===== config.mk =====
export PLATFORM = sky130hd
export DESIGN_NAME = dmem_arbiter
export DESIGN_NICKNAME = d
export VERILOG_FILES = /design/src/rtl/dmem_arbiter.sv
export SDC_FILE = /design/constraint.sdc
export NUM_CORES = 1
export LEC_CHECK = 0
export CAP_MARGIN = 20
export CORE_ASPECT_RATIO = 1.25
export CORE_MARGIN = 2
export CORE_UTILIZATION = 40
export DETAILED_ROUTE_END_ITERATION = 12
export GPL_TIMING_DRIVEN = 0
export HOLD_SLACK_MARGIN = 0.05
export PLACE_DENSITY = 0.87
export RECOVER_POWER = 100
export REMOVE_ABC_BUFFERS = 1
export SYNTH_ARGS = -nofsm -noshare
export SYNTH_HDL_FRONTEND = slang
export SYNTH_SLANG_ARGS = --single-unit

===== constraint.sdc =====
create_clock -name clk -period 1.6 [get_ports clk]
set_input_delay 0.16 -clock clk [delete_from_list [all_inputs] [get_ports clk]]
set_output_delay 0.16 -clock clk [all_outputs]
set_load 0.005 [all_outputs]

===== src/rtl/dmem_arbiter.sv =====
// Round-robin arbiter sharing one single-ported data memory between the CPU and an aux master.
// Optional: define DMEM_ARB_TIMEOUT_EN for a bounded wait with a sticky timeout_err output.
module dmem_arbiter #(
   parameter int ADDR_W         = 14,
   parameter int TIMEOUT_CYCLES = 16
) (
   input  logic              clk,
   input  logic              reset,
   input  logic              c_req,
   input  logic              c_we,
   input  logic [ADDR_W-1:0] c_addr,
   input  logic [31:0]       c_wdata,
   input  logic [3:0]        c_sign_mask,
   output logic              c_ack,
   output logic [31:0]       c_rdata,
   input  logic              a_req,
   input  logic              a_we,
   input  logic [ADDR_W-1:0] a_addr,
   input  logic [31:0]       a_wdata,
   input  logic [3:0]        a_sign_mask,
   output logic              a_ack,
   output logic [31:0]       a_rdata,
   output logic [ADDR_W-1:0] mem_addr,
   output logic [31:0]       mem_write_data,
   output logic              mem_memread,
   output logic              mem_memwrite,
   output logic [3:0]        mem_sign_mask,
   input  logic [31:0]       mem_read_data,
   input  logic              mem_clk_stall,
   output logic              busy,
   output logic              grant_id
`ifdef DMEM_ARB_TIMEOUT_EN
   ,
   output logic              timeout_err
`endif
);

   typedef enum logic [2:0] {
      S_IDLE,
      S_ISSUE,
      S_WAIT_HI,
      S_WAIT_LO,
      S_RESP
   } state_t;

   if (TIMEOUT_CYCLES < 1) begin : g_bad_timeout
      $error("TIMEOUT_CYCLES must be at least 1");
   end

   state_t            r_state;
   logic              r_last;
   logic              r_grant;
   logic              r_busy;
   logic              r_c_ack;
   logic              r_a_ack;
   logic              r_memread;
   logic              r_memwrite;
   logic [31:0]       r_c_rdata;
   logic [31:0]       r_a_rdata;
   logic [31:0]       r_wdata;
   logic [ADDR_W-1:0] r_addr;
   logic [3:0]        r_mask;

   logic              w_any;
   logic              w_pick_aux;
   logic              w_grant;
   logic              w_done_ok;
   logic              w_timeout;
   logic              w_finish;
   logic [31:0]       w_resp_data;

   // On a tie the requester that did not win last time is served.
   assign w_any       = c_req | a_req;
   assign w_pick_aux  = (c_req && a_req) ? ~r_last : a_req;
   assign w_grant     = (r_state == S_IDLE) && w_any && !mem_clk_stall;
   assign w_done_ok   = (r_state == S_WAIT_LO) && !mem_clk_stall;
   assign w_finish    = w_done_ok | w_timeout;
   assign w_resp_data = w_timeout ? 32'hDEADBEEF : mem_read_data;

`ifdef DMEM_ARB_TIMEOUT_EN
   localparam int            TW      = $clog2(TIMEOUT_CYCLES) + 1;
   localparam logic [TW-1:0] TO_LAST = TW'(TIMEOUT_CYCLES - 1);

   logic [TW-1:0] r_tcnt;
   logic          r_timeout_err;

   assign w_timeout   = ((r_state == S_WAIT_HI) || (r_state == S_WAIT_LO)) &&
                        !w_done_ok && (r_tcnt == TO_LAST);
   assign timeout_err = r_timeout_err;

   always_ff @(posedge clk) begin
      if (reset) begin
         r_tcnt        <= '0;
         r_timeout_err <= 1'b0;
      end else begin
         if (w_grant)
            r_tcnt <= '0;
         else if ((r_state == S_WAIT_HI) || (r_state == S_WAIT_LO))
            r_tcnt <= r_tcnt + 1'b1;
         if (w_timeout)
            r_timeout_err <= 1'b1;
      end
   end
`else
   assign w_timeout = 1'b0;
`endif

   always_ff @(posedge clk) begin
      if (reset) begin
         r_state    <= S_IDLE;
         r_last     <= 1'b1;
         r_grant    <= 1'b0;
         r_busy     <= 1'b0;
         r_c_ack    <= 1'b0;
         r_a_ack    <= 1'b0;
         r_memread  <= 1'b0;
         r_memwrite <= 1'b0;
         r_c_rdata  <= '0;
         r_a_rdata  <= '0;
         r_wdata    <= '0;
         r_addr     <= '0;
         r_mask     <= '0;
      end else begin
         r_memread  <= 1'b0;
         r_memwrite <= 1'b0;
         r_c_ack    <= 1'b0;
         r_a_ack    <= 1'b0;
         case (r_state)
            S_IDLE: begin
               if (w_grant) begin
                  r_state <= S_ISSUE;
                  r_busy  <= 1'b1;
                  r_grant <= w_pick_aux;
                  r_last  <= w_pick_aux;
                  if (w_pick_aux) begin
                     r_addr     <= a_addr;
                     r_wdata    <= a_wdata;
                     r_mask     <= a_sign_mask;
                     r_memwrite <= a_we;
                     r_memread  <= ~a_we;
                  end else begin
                     r_addr     <= c_addr;
                     r_wdata    <= c_wdata;
                     r_mask     <= c_sign_mask;
                     r_memwrite <= c_we;
                     r_memread  <= ~c_we;
                  end
               end
            end
            S_ISSUE: r_state <= S_WAIT_HI;
            // Memory signals completion by a stall rise followed by its fall.
            S_WAIT_HI, S_WAIT_LO: begin
               if (w_finish) begin
                  r_state <= S_RESP;
                  if (r_grant) begin
                     r_a_ack   <= 1'b1;
                     r_a_rdata <= w_resp_data;
                  end else begin
                     r_c_ack   <= 1'b1;
                     r_c_rdata <= w_resp_data;
                  end
               end else if (mem_clk_stall) begin
                  r_state <= S_WAIT_LO;
               end
            end
            S_RESP: begin
               r_state <= S_IDLE;
               r_busy  <= 1'b0;
            end
            default: begin
               r_state <= S_IDLE;
               r_busy  <= 1'b0;
            end
         endcase
      end
   end

   assign c_ack          = r_c_ack;
   assign a_ack          = r_a_ack;
   assign c_rdata        = r_c_rdata;
   assign a_rdata        = r_a_rdata;
   assign mem_addr       = r_addr;
   assign mem_write_data = r_wdata;
   assign mem_sign_mask  = r_mask;
   assign mem_memread    = r_memread;
   assign mem_memwrite   = r_memwrite;
   assign busy           = r_busy;
   assign grant_id       = r_grant;

endmodule


## Word level (Yosys, flattened, before mapping)

Index checks and enable logic that the tools add are counted.

- Register bits: 124
- Output and inout bits: 120
- Logic and storage cells: 57

- Equal/unequal tests: 5
- Reduce and logical (&&, ||, !) cells: 15
- Bitwise operators: 10
- Multiplexer cells: 14

Operators with widths:

| operator | count |
|---|---|
| 32-bit 2-to-1 mux | 1 |
| 14-bit 2-to-1 mux | 1 |
| 3-bit 2-to-1 mux | 3 |
| 1-bit inverter | 9 |
| 3-bit case mux with 3 select lines | 1 |
| 3-bit OR reduction | 3 |
| 3-bit by 2-bit == test with 1-bit output, second input constant | 2 |
| 1-bit 2-to-1 mux | 6 |
| 2-bit AND reduction | 3 |
| 3-bit AND reduction | 2 |
| 1-bit logical AND | 4 |
| 4-bit 2-to-1 mux | 1 |
| 3-bit by 1-bit == test with 1-bit output, second input constant | 1 |
| 3-bit zero test | 1 |
| 3-bit != test, second input constant | 1 |
| 2-bit != test, second input constant | 1 |
| 1-bit case mux with 2 select lines | 1 |
| 2-bit OR reduction | 1 |
| 1-bit zero test | 1 |
| 1-bit OR | 1 |

## Depth between registers and ports, before layout

- Depth after elaboration: 5
- Depth in mapped cells: 5
- Gate-level depth less buffers: 3

## Worst setup path after synthesis

No wires, ideal clock.

- Path type: register to register
- Start point: register r_state[2]
- End point: register r_wdata[22] (netlist: mem_write_data[22])
- Stages on the path, launching flop included: 5
- Setup slack: 0.274 ns
- Data required time: 1.467 ns
- Arrival time: 1.193 ns
- Path through: dfxtp_1 or2_1 nor3_4 buf_6 a311oi_1

- Word-level cells in the longest chain between the ends: 4

RTL lines:

| element | RTL line | source |
|---|---|---|
| start: declaration | 50 | `state_t r_state;` |
| start signal: assignment | 110 | `r_state <= S_IDLE;` |
| start signal: assignment | 131 | `r_state <= S_ISSUE;` |
| start signal: assignment | 150 | `S_ISSUE: r_state <= S_WAIT_HI;` |
| 3-bit zero test (*) | 75, 128 |  |
| 1-bit logical AND (2 in a row) | 75 | `assign w_grant = (r_state == S_IDLE) && w_any && !mem_clk_stall;` |
| 2-bit AND reduction (no line) (*) | n/a |  |
| end signal: assignment | 137 | `r_wdata <= a_wdata;` |
| end signal: assignment | 143 | `r_wdata <= c_wdata;` |
| end: declaration | 60 | `logic [31:0] r_wdata;` |

Mark *: on every way between the ends. The rest lies on a longest branch, timed or not.
A chain may end at the register's enable or synchronous reset.

## Worst setup path after layout

- Start point: register r_state[1]
- End point: register r_c_rdata[25] (netlist: c_rdata[25])

- Word-level cells in the longest chain between the ends: 3
- Elaborated cells between the ends (all ways): 5
- Those cells by class: 2 x eq/ne; 3 x reduce/logical

RTL lines:

| element | RTL line | source |
|---|---|---|
| 3-bit by 2-bit == test with 1-bit output, on equally long branches | 76, 128 |  |
| 2-bit OR reduction / 1-bit logical AND (equally long branches) | n/a |  |
| 3-bit AND reduction (no line) (*) | n/a |  |
| end signal: assignment | 160 | `r_c_rdata <= w_resp_data;` |
| end: declaration | 58 | `logic [31:0] r_c_rdata;` |

Marked as above.

==> reports/metrics.cfg <==
[global_route]
overflow = 0
busiest_layer = met2
grtUsageTotal_pct = 28.2
antenna_found_initial = 0
grt_pass1_wl_mm = 30.7
grt_max_degree = 67
grt_pass1_vias = 5834
met2_usage_pct = 49.4
grt.met1_usage_pct = 32.1
globalRouteMet3Util_pct = 9.28

[worst_hold_path]
hold_class = input port to register

[power_and_ir_drop]
power.total_mw = 8.63
p_leak_nw = 3.09
peakVddDrop_v = 0.000472
p_per_area_mw_per_mm2 = 975

[synthesis]
yosysTopAreaCell = dfxtp_1
synth_commonest_cells = dfxtp_1 (124), nand2_1 (101), a21oi_1 (65), nand3_1 (65), o21ai_0 (64)
ys_ff_latch = 124
seq_area_frac_synth_pct = 48.2
synth_edf_count = 0
synthCells = 622
ys_async_sr_fraction_pct = 0
synth_cell_types = 32
synth.avg_cell_area_sq_um = 8.27
yosysMostFrequentCell = dfxtp_1
syn_area_sq_mm = 0.00515
yosys-top-cells-area = dfxtp_1 (48%), a311oi_1 (8.5%), nand2_1 (7.4%)
synth_top_area_share_pct = 48.2
ys_warn_count = 0
synth_flop_cell = dfxtp_1

[layout]
layout.nets = 1004
drive_above_1_share_pct = 10.1
postLayoutCoreUtil_pct = 70.2
area.growth.synth_to_final_pct = 72.0
diodes = 0

[floorplan]
die_y_um = 131
start_util_pct = 40.8
core_area_sq_mm = 0.0126
rows = 46
dieArea_sq_mm = 0.0138
fp.dieW_um = 105
ios = 259

[sta]
hold_viol = 0
tightest_slew_ns = 0.678
setup_violations = 0
fin_crit_sh_pct = 98.1
drv_slew = 0
max_freq_mhz = 637
period_needed_ns = 1.57
slew_headroom_pct = 54.8
worst_clock_skew_ns = 0.0105
timing.hold.ws_ns = 0.288

[critical_path]
crit_chain = buf_12, nand4bb_2, o21ai_0, a21oi_1
worst-endpoint-required_ns = 1.88
cpPeakStageDelay_ns = 0.45
crit_fanout = 16
crit_buf_inv = 1
arrival_ns = 1.85
path_class = register to register
endpoint_kind = register
cpLargestDelayFamily = compound AO/OA/AOI/OAI gates
cp_slowest_cell = nand4bb_2
start_kind = register

[route]
viasPerCell = 5.80
wl_per_cell_um = 19.7
vias = 6069
drt_first_pass_iters = 5
drtIter0Drc = 361
routed_wl_mm = 20.6
drc = 0
drtAntennaViolNets = 0

[outcome]
status = completed

[cts]
postCtsHoldBufs = 0
clkSlewWorstSetupHoldPaths_ns = 0.06
cts_root_buf = clkbuf_16
cts.sinks = 124
cts_buffer_depth = 2
clk_latency_ns = 0.40
cts_tree = done
cts_htree_levels = 4
cts_buffers = 17

[job]
max_cap_violations = 0

[placement]
numPortBuffers = 258
dp_hpwl_mm = 11.1
place_congestion = 0.773

[cell usage in the layout (no fill, tap or decap), types with 2 or more instances in the layout]
cell type / Yosys / final
clkdlybuf4s50_1: 0 / 255
dfxtp_1: 124 / 119
nand2_1: 101 / 101
nand3_1: 65 / 65
a21oi_1: 65 / 65
o21ai_0: 64 / 64
a31oi_1: 52 / 52
a311oi_1: 50 / 50
buf_4: 0 / 19
clkbuf_16: 0 / 18
buf_16: 0 / 5
buf_12: 0 / 5
inv_6: 0 / 4
or2_4: 0 / 4
clkinv_2: 0 / 4
dfxtp_4: 0 / 4
nand4bb_4: 0 / 3
inv_1: 3 / 3
a21bo_4: 0 / 3
nor3_1: 3 / 3
clkinvlp_4: 0 / 3
bufbuf_16: 0 / 3
nor2_4: 0 / 2
a21boi_4: 0 / 2
clkinv_4: 0 / 2
[final timing paths]
path / start / to / slack, ns / depth (start not counted)
min: reset / a_rdata[1] / 0.29 / 2
max reg2reg: r_state[1] / c_rdata[25] / 0.03 / 4
max: r_state[1] / c_rdata[25] / 0.03 / 4
min reg2reg: c_rdata[20] / c_rdata[20] / 0.47 / 2
[per-stage QoR]
stage	area [sq um]	TNS [ns]	std cells	setup WS, ns
final	8850	0	1046	0.0304
after global routing	8850	-0.0195	1046	-0.0122
after CTS	8700	-0.00921	1036	-0.00523
after detailed placement	7810	-71.26	982	-0.681
after global placement	7570	-308.06	974	-2.85
after floorplan	4780	-91.98	548	-0.804
[flip-flops by register name, indices dropped and copies added, names as in the netlist]
signal	cells
mem_memwrite	1
mem_memread	1
mem_write_data	32
busy	1
c_rdata	32
grant_id	1
a_ack	1
mem_addr	14
c_ack	1
r_state	3
mem_sign_mask	4
a_rdata	32
r_last	1
[timing repair]
item	in CTS	in global routing
resized for setup	12	12
pin swaps	5	2
cloned	9	3
setup endpoints to repair	123	100
buffers inserted	13	7
[final cells by class]
| cell class | count | area [sq um] |
|---|---|---|
| well taps | 168 | 210 |
| inverters | 4 | 20.0 |
| clock inverters | 13 | 116 |
| clock buffers | 19 | 443 |
| multi-input cells | 428 | 2480 |
| repair buffers | 290 | 3080 |
| flip-flops and latches | 124 | 2500 |
| fillers | 929 | 3750 |
[power by group]
| part | internal [mW] | switching (mW) |
|---|---|---|
| clock | 2.19 | 1.47 |
| combinational | 0.916 | 0.715 |
| sequential | 3.24 | 0.103 |
| total | 6.34 | 2.28 |
[logic make-up (layout without fill, tap and decap cells)]
logic type / Yosys count / after routing / share of synthesized area, %
flip-flops: 124 / 124 / 48.2
AND/OR/NAND/NOR: 183 / 188 / 16.0
buffers and inverters: 78 / 326 / 7.37
multiplexers: 1 / 1 / 0.195
AO/OA/AOI/OAI: 236 / 239 / 28.2
[layer usage]
| layer | vias up | part of all wire, % |
|---|---|---|
| met2 | 357 | 52 |
| met1 | 2881 | 37 |
| met3 | 30 | 9.1 |
| li1 | 2801 | - |
| met5 | - | 0 |
| met4 | 0 | 2.0 |
Note: power is estimated with default switching activity, not from simulation.
